## config.mk

```make
export PLATFORM = sky130hd
export DESIGN_NAME = spi_slave_shift_engine
export DESIGN_NICKNAME = d
export VERILOG_FILES = /design/src/rtl/spi_slave_shift_engine_pkg.sv /design/src/rtl/spi_slave_shift_engine_tx_holding.sv /design/src/rtl/spi_slave_shift_engine.sv
export SDC_FILE = /design/constraint.sdc
export NUM_CORES = 1
export LEC_CHECK = 0
export ABC_AREA = 1
export BUFFER_PORTS_ARGS = -buffer_cell sky130_fd_sc_hd__clkbuf_2
export CORE_UTILIZATION = 57
export DETAILED_ROUTE_END_ITERATION = 7
export HOLD_SLACK_MARGIN = 0.1
export PLACE_DENSITY = 0.75
export SLEW_MARGIN = 30
export SYNTH_ARGS = -nofsm -noshare
export SYNTH_HDL_FRONTEND = slang
export SYNTH_HIERARCHICAL = 1
export SYNTH_SLANG_ARGS = --single-unit
```

## constraint.sdc

```tcl
create_clock -name clk -period 1.8 [get_ports clk]
set_input_delay 0.18 -clock clk [delete_from_list [all_inputs] [get_ports clk]]
set_output_delay 0.18 -clock clk [all_outputs]
set_load 0.05 [all_outputs]
```

## src/rtl/spi_slave_shift_engine_pkg.sv

```systemverilog
// Shared definitions for the SPI slave shift engine: frame state encoding,
// SPI mode constants ({cpol,cpha}), default idle fill bit, counter sizing.
package spi_slave_shift_engine_pkg;

   typedef enum logic {
      ST_IDLE   = 1'b0,
      ST_ACTIVE = 1'b1
   } state_t;

   // SPI modes as {cpol, cpha}
   localparam logic [1:0] MODE0 = 2'b00;
   localparam logic [1:0] MODE1 = 2'b01;
   localparam logic [1:0] MODE2 = 2'b10;
   localparam logic [1:0] MODE3 = 2'b11;

   // Bit replicated to form the default word sent when nothing is queued
   localparam logic DEFAULT_IDLE_BIT = 1'b1;

   // Number of bits needed to count 0..value-1 (value >= 2)
   function automatic int clog2(input int value);
      int result;
      int rem;
      result = 0;
      rem    = value - 1;
      while (rem > 0) begin
         result = result + 1;
         rem    = rem >> 1;
      end
      return result;
   endfunction

endpackage

```

## src/rtl/spi_slave_shift_engine_tx_holding.sv

```systemverilog
// One-deep TX holding register. The writer side is a valid/ready handshake;
// the shift engine pulls a word with 'load'. When the register is empty and
// a write arrives in the same cycle as a load, the word bypasses straight to
// the shift register and the holding register stays empty.
module spi_tx_holding #(
   parameter int N = 8
) (
   input  logic         clk,
   input  logic         reset_n,
   input  logic [N-1:0] wr_data,
   input  logic         wr_valid,
   output logic         wr_ready,
   input  logic         load,
   output logic         load_hit,
   output logic [N-1:0] load_data
);

   logic         full_reg;
   logic [N-1:0] data_reg;
   logic         accept;

   assign wr_ready = ~full_reg;
   assign accept   = wr_valid & ~full_reg;

   // Word offered to the shift engine: stored word first, else a bypassing write
   always_comb begin
      load_hit  = 1'b0;
      load_data = data_reg;
      if (full_reg) begin
         load_hit  = 1'b1;
         load_data = data_reg;
      end else if (accept) begin
         load_hit  = 1'b1;
         load_data = wr_data;
      end
   end

   // Occupancy: a load empties the register; an accept not consumed by a load fills it
   always_ff @(posedge clk or negedge reset_n) begin
      if (!reset_n) begin
         full_reg <= 1'b0;
         data_reg <= '0;
      end else if (load) begin
         full_reg <= 1'b0;
      end else if (accept) begin
         full_reg <= 1'b1;
         data_reg <= wr_data;
      end
   end

endmodule

```

## src/rtl/spi_slave_shift_engine.sv

```systemverilog
// SPI slave shift engine: separate RX/TX shift registers driven by
// synchronised SCLK edge strobes, multi-word bursts per chip-select window,
// runtime CPOL/CPHA and bit order latched at the start of each frame.
module spi_slave_shift_engine
   import spi_slave_shift_engine_pkg::*;
#(
   parameter int           N            = 8,
   parameter int           WCW          = 8,
   parameter logic [N-1:0] IDLE_PATTERN = {N{DEFAULT_IDLE_BIT}}
) (
   input  logic           clk,
   input  logic           reset_n,
   input  logic           sel,
   input  logic           rising,
   input  logic           falling,
   input  logic           si,
   output logic           so,
   input  logic           cpol,
   input  logic           cpha,
   input  logic           lsb_first,
   input  logic [N-1:0]   tx_data,
   input  logic           tx_valid,
   output logic           tx_ready,
   output logic [N-1:0]   rx_data,
   output logic           rx_valid,
   output logic [WCW-1:0] word_count,
   output logic           busy,
   output logic           tx_underrun,
   output logic           frame_abort
);

   localparam int CW = clog2(N);

   state_t         state_reg;
   logic           sel_d_reg;
   logic           cpol_reg;
   logic           cpha_reg;
   logic           lsb_reg;
   logic           abort_reg;

   logic [N-1:0]   tx_sr_reg;
   logic [CW-1:0]  tx_cnt_reg;
   logic           underrun_reg;

   logic [N-1:0]   rx_sr_reg;
   logic [CW-1:0]  rx_cnt_reg;
   logic [N-1:0]   rx_data_reg;
   logic           rx_valid_reg;
   logic [WCW-1:0] word_count_reg;

   logic           sel_rise;
   logic           sel_fall;
   logic           frame_start;
   logic           frame_end;
   logic           edge_ok;
   logic           sample_raw;
   logic           shift_raw;
   logic           sample_edge;
   logic           shift_edge;
   logic           tx_load;
   logic           load_hit;
   logic [N-1:0]   load_data;
   logic [N-1:0]   rx_assembled;

   assign sel_rise    = sel & ~sel_d_reg;
   assign sel_fall    = ~sel & sel_d_reg;
   assign frame_start = (state_reg == ST_IDLE) & sel_rise;
   assign frame_end   = (state_reg == ST_ACTIVE) & sel_fall;

   // Strobes only count inside an active frame, and a simultaneous
   // rising+falling pair is a protocol error that is dropped entirely.
   assign edge_ok = (state_reg == ST_ACTIVE) & ~sel_fall & (rising ^ falling);

   // Map SCLK strobes onto sample/shift events for the latched mode
   always_comb begin
      sample_raw = 1'b0;
      shift_raw  = 1'b0;
      case ({cpol_reg, cpha_reg})
         MODE0: begin sample_raw = rising;  shift_raw = falling; end
         MODE1: begin sample_raw = falling; shift_raw = rising;  end
         MODE2: begin sample_raw = falling; shift_raw = rising;  end
         MODE3: begin sample_raw = rising;  shift_raw = falling; end
         default: begin sample_raw = 1'b0;  shift_raw = 1'b0;    end
      endcase
   end

   assign sample_edge = edge_ok & sample_raw;
   assign shift_edge  = edge_ok & shift_raw;

   // CPHA=0 presents the first bit before any clock edge, so it loads at
   // frame start and at the end of each word; CPHA=1 loads on the first
   // shift edge of each word.
   assign tx_load = (frame_start & ~cpha)
                  | (shift_edge & (cpha_reg ? (tx_cnt_reg == '0)
                                            : (tx_cnt_reg == CW'(N - 1))));

   assign rx_assembled = lsb_reg ? {si, rx_sr_reg[N-1:1]} : {rx_sr_reg[N-2:0], si};

   spi_tx_holding #(
      .N(N)
   ) u_tx_holding (
      .clk      (clk),
      .reset_n  (reset_n),
      .wr_data  (tx_data),
      .wr_valid (tx_valid),
      .wr_ready (tx_ready),
      .load     (tx_load),
      .load_hit (load_hit),
      .load_data(load_data)
   );

   // Frame state machine: mode latch at sel rise, abort detection at sel fall
   always_ff @(posedge clk or negedge reset_n) begin
      if (!reset_n) begin
         state_reg <= ST_IDLE;
         sel_d_reg <= 1'b0;
         cpol_reg  <= 1'b0;
         cpha_reg  <= 1'b0;
         lsb_reg   <= 1'b0;
         abort_reg <= 1'b0;
      end else begin
         sel_d_reg <= sel;
         abort_reg <= 1'b0;
         case (state_reg)
            ST_IDLE: begin
               if (sel_rise) begin
                  state_reg <= ST_ACTIVE;
                  cpol_reg  <= cpol;
                  cpha_reg  <= cpha;
                  lsb_reg   <= lsb_first;
               end
            end
            ST_ACTIVE: begin
               if (sel_fall) begin
                  state_reg <= ST_IDLE;
                  abort_reg <= (rx_cnt_reg != '0);
               end
            end
            default: state_reg <= ST_IDLE;
         endcase
      end
   end

   // TX path: load from holding register (or idle fill) at load points, else shift
   always_ff @(posedge clk or negedge reset_n) begin
      if (!reset_n) begin
         tx_sr_reg    <= '0;
         tx_cnt_reg   <= '0;
         underrun_reg <= 1'b0;
      end else begin
         if (frame_start) begin
            tx_cnt_reg   <= '0;
            underrun_reg <= 1'b0;
         end else if (shift_edge) begin
            tx_cnt_reg <= (tx_cnt_reg == CW'(N - 1)) ? '0 : tx_cnt_reg + CW'(1);
         end
         if (tx_load) begin
            if (load_hit) begin
               tx_sr_reg <= load_data;
            end else begin
               tx_sr_reg    <= IDLE_PATTERN;
               underrun_reg <= 1'b1;
            end
         end else if (shift_edge) begin
            tx_sr_reg <= lsb_reg ? (tx_sr_reg >> 1) : (tx_sr_reg << 1);
         end
      end
   end

   // RX path: assemble bits on sample edges, publish each complete word
   always_ff @(posedge clk or negedge reset_n) begin
      if (!reset_n) begin
         rx_sr_reg      <= '0;
         rx_cnt_reg     <= '0;
         rx_data_reg    <= '0;
         rx_valid_reg   <= 1'b0;
         word_count_reg <= '0;
      end else begin
         rx_valid_reg <= 1'b0;
         if (frame_start) begin
            rx_cnt_reg     <= '0;
            word_count_reg <= '0;
         end else if (frame_end) begin
            rx_cnt_reg <= '0;
         end else if (sample_edge) begin
            rx_sr_reg <= rx_assembled;
            if (rx_cnt_reg == CW'(N - 1)) begin
               rx_cnt_reg   <= '0;
               rx_data_reg  <= rx_assembled;
               rx_valid_reg <= 1'b1;
               if (word_count_reg != {WCW{1'b1}}) begin
                  word_count_reg <= word_count_reg + WCW'(1);
               end
            end else begin
               rx_cnt_reg <= rx_cnt_reg + CW'(1);
            end
         end
      end
   end

   assign so          = (state_reg == ST_ACTIVE) ? (lsb_reg ? tx_sr_reg[0] : tx_sr_reg[N-1]) : 1'b0;
   assign busy        = (state_reg == ST_ACTIVE);
   assign rx_data     = rx_data_reg;
   assign rx_valid    = rx_valid_reg;
   assign word_count  = word_count_reg;
   assign tx_underrun = underrun_reg;
   assign frame_abort = abort_reg;

endmodule

```

=== Yosys cells after proc, flatten, opt, wreduce, memory -nomap -nowiden ===
Index checks and enable logic that the tools add are counted.

* Word-level logic and storage cells: 103
* Flip-flop bits (word level): 55
* Output and inout bits: 22

* $add $sub $neg: 3
* Bitwise gates (word level): 21
* Mux-type cells: 40
* Reduce and logical (&&, ||, !) cells: 16
* Eq/ne operators: 7

{| class="wikitable"
|+ Operators by type and width
! operator !! count
|-
| $mux W8 || 12
|-
| $mux W3 || 7
|-
| $mux W1 || 18
|-
| $reduce_bool A2 Y1 || 6
|-
| $and A1 B1 Y1 || 11
|-
| $add A8 B1 Y8 const B || 1
|-
| $ne A8 B8 Y1 const B || 1
|-
| $not A1 Y1 || 8
|-
| $reduce_and A4 Y1 || 2
|-
| $add A3 B1 Y3 const B || 2
|-
| $eq A3 B3 Y1 const B || 2
|-
| $pmux W1 S2 || 3
|-
| $reduce_bool A3 Y1 || 2
|-
| $eq A2 B2 Y1 const B || 2
|-
| $reduce_or A2 Y1 || 2
|-
| $logic_not A3 Y1 || 1
|-
| $reduce_and A3 Y1 || 1
|-
| $eq A2 B1 Y1 const B || 1
|-
| $logic_not A2 Y1 || 1
|-
| $ne A2 B2 Y1 const B || 1
|-
| $reduce_and A2 Y1 || 1
|-
| $or A1 B1 Y1 || 1
|-
| $xor A1 B1 Y1 || 1
|}

=== Longest topological paths before layout ===
* Depth after elaboration: 9
* Depth in mapped cells: 11

=== Hierarchy ===
Netlist, hierarchy kept.

{| class="wikitable"
|+ By module, submodules not included
! module !! times used !! area an instance (µm²) !! cells each !! sequential area each (µm²)
|-
| spi_slave_shift_engine || 1 || 2603.7 || 347 || 1151.1
|-
| spi_tx_holding || 1 || 568.0 || 82 || 225.2
|}

=== Worst setup path before layout ===
No wires, ideal clock.

* Kind: register to register
* Start: reg state_reg, in the netlist busy
* End: reg u_tx_holding.data_reg[0]
* Library setup time: 117 ps
* Buffers on the path: 1
* Data arrival time: 1734 ps
* Path slack: -52 ps
* Clock period less this slack: 1852 ps
* Stages on the path, launching flop included: 9
* Cells stage by stage: dfrtp_1 nand2_1 nor2_4 nand3_2 o21ai_0 buf_2 inv_2 nand3_1 nand2_1

* Word-level cells in the longest chain between the ends: 5

{| class="wikitable"
|+ Ends and longest elaborated chain
! item !! RTL line !! source
|-
| start: declaration || spi_slave_shift_engine.sv:34 || <nowiki>state_t state_reg;</nowiki>
|-
| start signal: assignment || spi_slave_shift_engine.sv:115 || <nowiki>state_reg <= ST_IDLE;</nowiki>
|-
| start signal: assignment || spi_slave_shift_engine.sv:127 || <nowiki>state_reg <= ST_ACTIVE;</nowiki>
|-
| start signal: assignment || spi_slave_shift_engine.sv:135 || <nowiki>state_reg <= ST_IDLE;</nowiki>
|-
| $and A1 B1 Y1 (2 in a row) || spi_slave_shift_engine.sv:72 || <nowiki>assign edge_ok = (state_reg == ST_ACTIVE) & ~sel_fall & (rising ^ falling);</nowiki>
|-
| $and A1 B1 Y1 || spi_slave_shift_engine.sv:88 || <nowiki>assign shift_edge = edge_ok & shift_raw;</nowiki>
|-
| $and A1 B1 Y1 || spi_slave_shift_engine.sv:94 || <nowiki>| (shift_edge & (cpha_reg ? (tx_cnt_reg == '0)</nowiki>
|-
| $or A1 B1 Y1 (*) || spi_slave_shift_engine.sv:94 ||
|-
| via tx_load || spi_slave_shift_engine.sv:60 || <nowiki>logic tx_load;</nowiki>
|-
| end signal: assignment || spi_slave_shift_engine_tx_holding.sv:47 || <nowiki>data_reg <= wr_data;</nowiki>
|-
| end: declaration || spi_slave_shift_engine_tx_holding.sv:19 || <nowiki>logic [N-1:0] data_reg;</nowiki>
|}

The timed path passes the listed nets; every way through them passes the cells marked *.
A chain may end at the register's enable or synchronous reset.

=== Worst setup path in the final report ===
* Start: reg lsb_reg
* End: out so

* Word-level cells in the longest chain between the ends: 2

{| class="wikitable"
|+ Ends and longest elaborated chain
! item !! RTL line !! source
|-
| start: declaration || spi_slave_shift_engine.sv:38 || <nowiki>logic lsb_reg;</nowiki>
|-
| start signal: assignment || spi_slave_shift_engine.sv:130 || <nowiki>lsb_reg <= lsb_first;</nowiki>
|-
| $mux W1 (2 in a row) || spi_slave_shift_engine.sv:201 || <nowiki>assign so = (state_reg == ST_ACTIVE) ? (lsb_reg ? tx_sr_reg[0] : tx_sr_reg[N-1]) : 1'b0;</nowiki>
|-
| end: declaration || spi_slave_shift_engine.sv:17 || <nowiki>output logic so,</nowiki>
|}

Every way passes these cells.

==> flow_summary.toml <==
[outcome]
status = "finished, final reports clean"

[logic_synthesis]
async_flop_share_pct = 100.0
synthCells = 429
synthTopCellsByCount = "nand2_1 (148), dfrtp_1 (55), inv_1 (47)"
yosys.area.top_type = "dfrtp_1"
yosys_warnings = 6
synth_top_area_share_pct = 43.39
synth_edf_count = 0
syn_nets = 454
synth-main-ff-cell = "dfrtp_1"
synth_cell_types = 27
synth.most_common_cell = "nand2_1"
syn_area_um2 = 3172
syn_area_per_cell_um2 = 7.393
yosysSeqAreaShare_pct = 43.39
synth_area_leaders = "dfrtp_1 (43%), nand2_1 (18%), nand3_1 (6.2%)"
ys_ff_latch = 55

[final_layout]
drive_gt1_share_pct = 18.14
n_fill_cell = 477
multiInputGateArea_um2 = 1509
regArea_um2 = 1378
final_cell_count_no_fill = 544
insertedDiodeCount = 0
nets = 498
syn_to_final_growth_pct = 12.39

[clock_tree]
cts_made_buffers = 5
htree_levels = 2
clk_latency_ps = 320
post_cts_buffers = 0
cts.sinks = 55
cts_root_buf = "clkbuf_8"
path_clk_slew_ps = 110
cts_buffer_depth = 2
cts_tree = "done"

[power]
leakagePower_uw = 0.001954
ir_drop_v = 0.0007355
p_per_area_nw_per_um2 = 1145

[critical_path]
crit_required_ps = 1620
worstSetupPathType = "flip-flop to output port"
r2r_cells = 11
crit_fanout = 14
end_kind = "output port"
cp.arrival_ps = 1480
start_kind = "flip-flop"

[detailed_routing]
drtPass1Iterations = 4
drt_iter0_markers = 115
drc_errors = 0
drt-total-wl_um = 6508
vias = 2803
vias_per_cell = 5.153
drtAntennaViolNets = 0
wl_per_cell_um = 11.96

[sta]
setup_viol_count_final = 0
slew_headroom_pct = 69.84
skew_ps = 12.74
finalHoldViolations = 0
tightest_slew_ps = 451.8
timing.final.crit_share_pct = 92.48
slew_viol_final = 0
whs_ps = 112.1
setup-tns-final_ps = 0
max_freq_mhz = 600.7
finalCriticalPeriod_ps = 1665
rsz0062_at_grt = "no"

[global_route]
track_usage_pct = 24.29
antenna_found_initial = 0
grt_max_degree = 56
grt_overflow = 0
grt_pass1_wl_um = 11560
first_global_vias = 2687

[placement]
io_buffers = 39
dpl.cell_count = 533
gp_congestion = 0.8655
hpwl_um = 4876

[die]
rows = 26
core-area_um2 = 5238
die_w_um = 76.60
dieHeight_um = 76.60
io_pins = 40
dieArea_um2 = 5867
initial_utilization_pct = 60.56

[job]
drv_cap = 0

[worst_hold_path]
hold_class = "input pin to flip-flop"
hold_depth = 3
[per-stage QoR]
step / cell area [um^2] / power (uW) / util, % / setup slack, ps
after floorplan: 3173 / 2998 / - / 34.04
after global placement: 3427 / 3291 / 65.43 / 188.6
after detailed placement: 3427 / 3371 / 65.43 / 111.0
after CTS: 3551 / 4104 / 67.80 / 58.90
after global routing: 3565 / 4435 / 68.06 / 9.219
final: 3565 / 4082 / 68.06 / 135.3
[routing by layer]
layer / global-route usage [%] / wire length (um) / vias to the layer above
met3: 4.072 / 198 / 5
met5: 0 / 0 / -
met1: 31.41 / 3065 / 1325
met4: 5.192 / 36 / 0
li1: - / - / 1430
met2: 42.61 / 3207 / 43
[report_power, final]
| part | total, uW | switching [uW] | internal, uW |
|---|---|---|---|
| combinational | 1610 | 999 | 608 |
| sequential | 1770 | 207 | 1560 |
| clock | 706 | 421 | 284 |
| total | 4080 | 1630 | 2450 |
[final timing paths]
path | startpoint | slack [ps] | endpoint
setup reg to reg | tx_cnt_reg[0]$_DFFE_PN0P_ | 150 | tx_sr_reg[6]$_DFFE_PN0P_
hold reg to reg | u_tx_holding/data_reg[4]$_DFFE_PN0N_ | 480 | u_tx_holding/data_reg[4]$_DFFE_PN0N_
min in group asynchronous | reset_n | 390 | word_count[3]$_DFFE_PN0P_
setup / recovery | lsb_reg$_DFFE_PN0P_ | 140 | so
hold / removal | cpol | 110 | cpol_reg$_DFFE_PN0P_
max in group asynchronous | reset_n | 1150 | tx_sr_reg[6]$_DFFE_PN0P_
[worst max-delay path: stages, from the launching register on]
cell,delay (ps)
dfrtp_1,570
o21ai_0,120
a21oi_1,160
clkbuf_2,310
[area by class of cell]
class	instances	area share (%)
Sequential cell	55	38.65
Inverter	54	5.686
Clock buffer	5	1.931
Clock inverter	3	0.7020
Timing Repair Buffer	49	8.249
Multi-Input combinational cell	308	42.33
Tap cell	70	2.457
[timing repair]
| action | in CTS | in global routing |
|---|---|---|
| hold endpoints to repair | 57 | 0 |
| resized for setup | 0 | 4 |
| endpoints found under the setup margin | 0 | 15 |
| hold buffers | 3 | 0 |
[cell usage in the layout (no fill, tap or decap)]
master	n
or2_2	4
and2_1	8
buf_6	1
o21ai_1	9
nand3_2	3
buf_4	5
dfrtp_2	1
o21ai_0	27
nand4_1	8
clkbuf_2	39
dlygate4sd3_1	3
nand2_2	3
a21oi_1	4
clkbuf_8	5
nand2_1	148
nand3_4	1
xor2_1	3
buf_12	1
nor2_1	29
ha_1	7
nand3b_1	2
nand3_1	39
nand2_4	5
inv_1	47
dfrtp_1	54
nor2_4	4
inv_2	7
clkinvlp_4	1
a21oi_2	1
nor2_2	3
inv_6	2
[logic make-up after synthesis]
group	Yosys count	synth area share, %
fa+ha+maj	7	2.761
buf+inv	66	9.349
xor+xnor	3	0.8286
flops	55	43.39
compound gates	41	6.588
simple gates	257	37.08
Power figures use the tool's default switching activity.
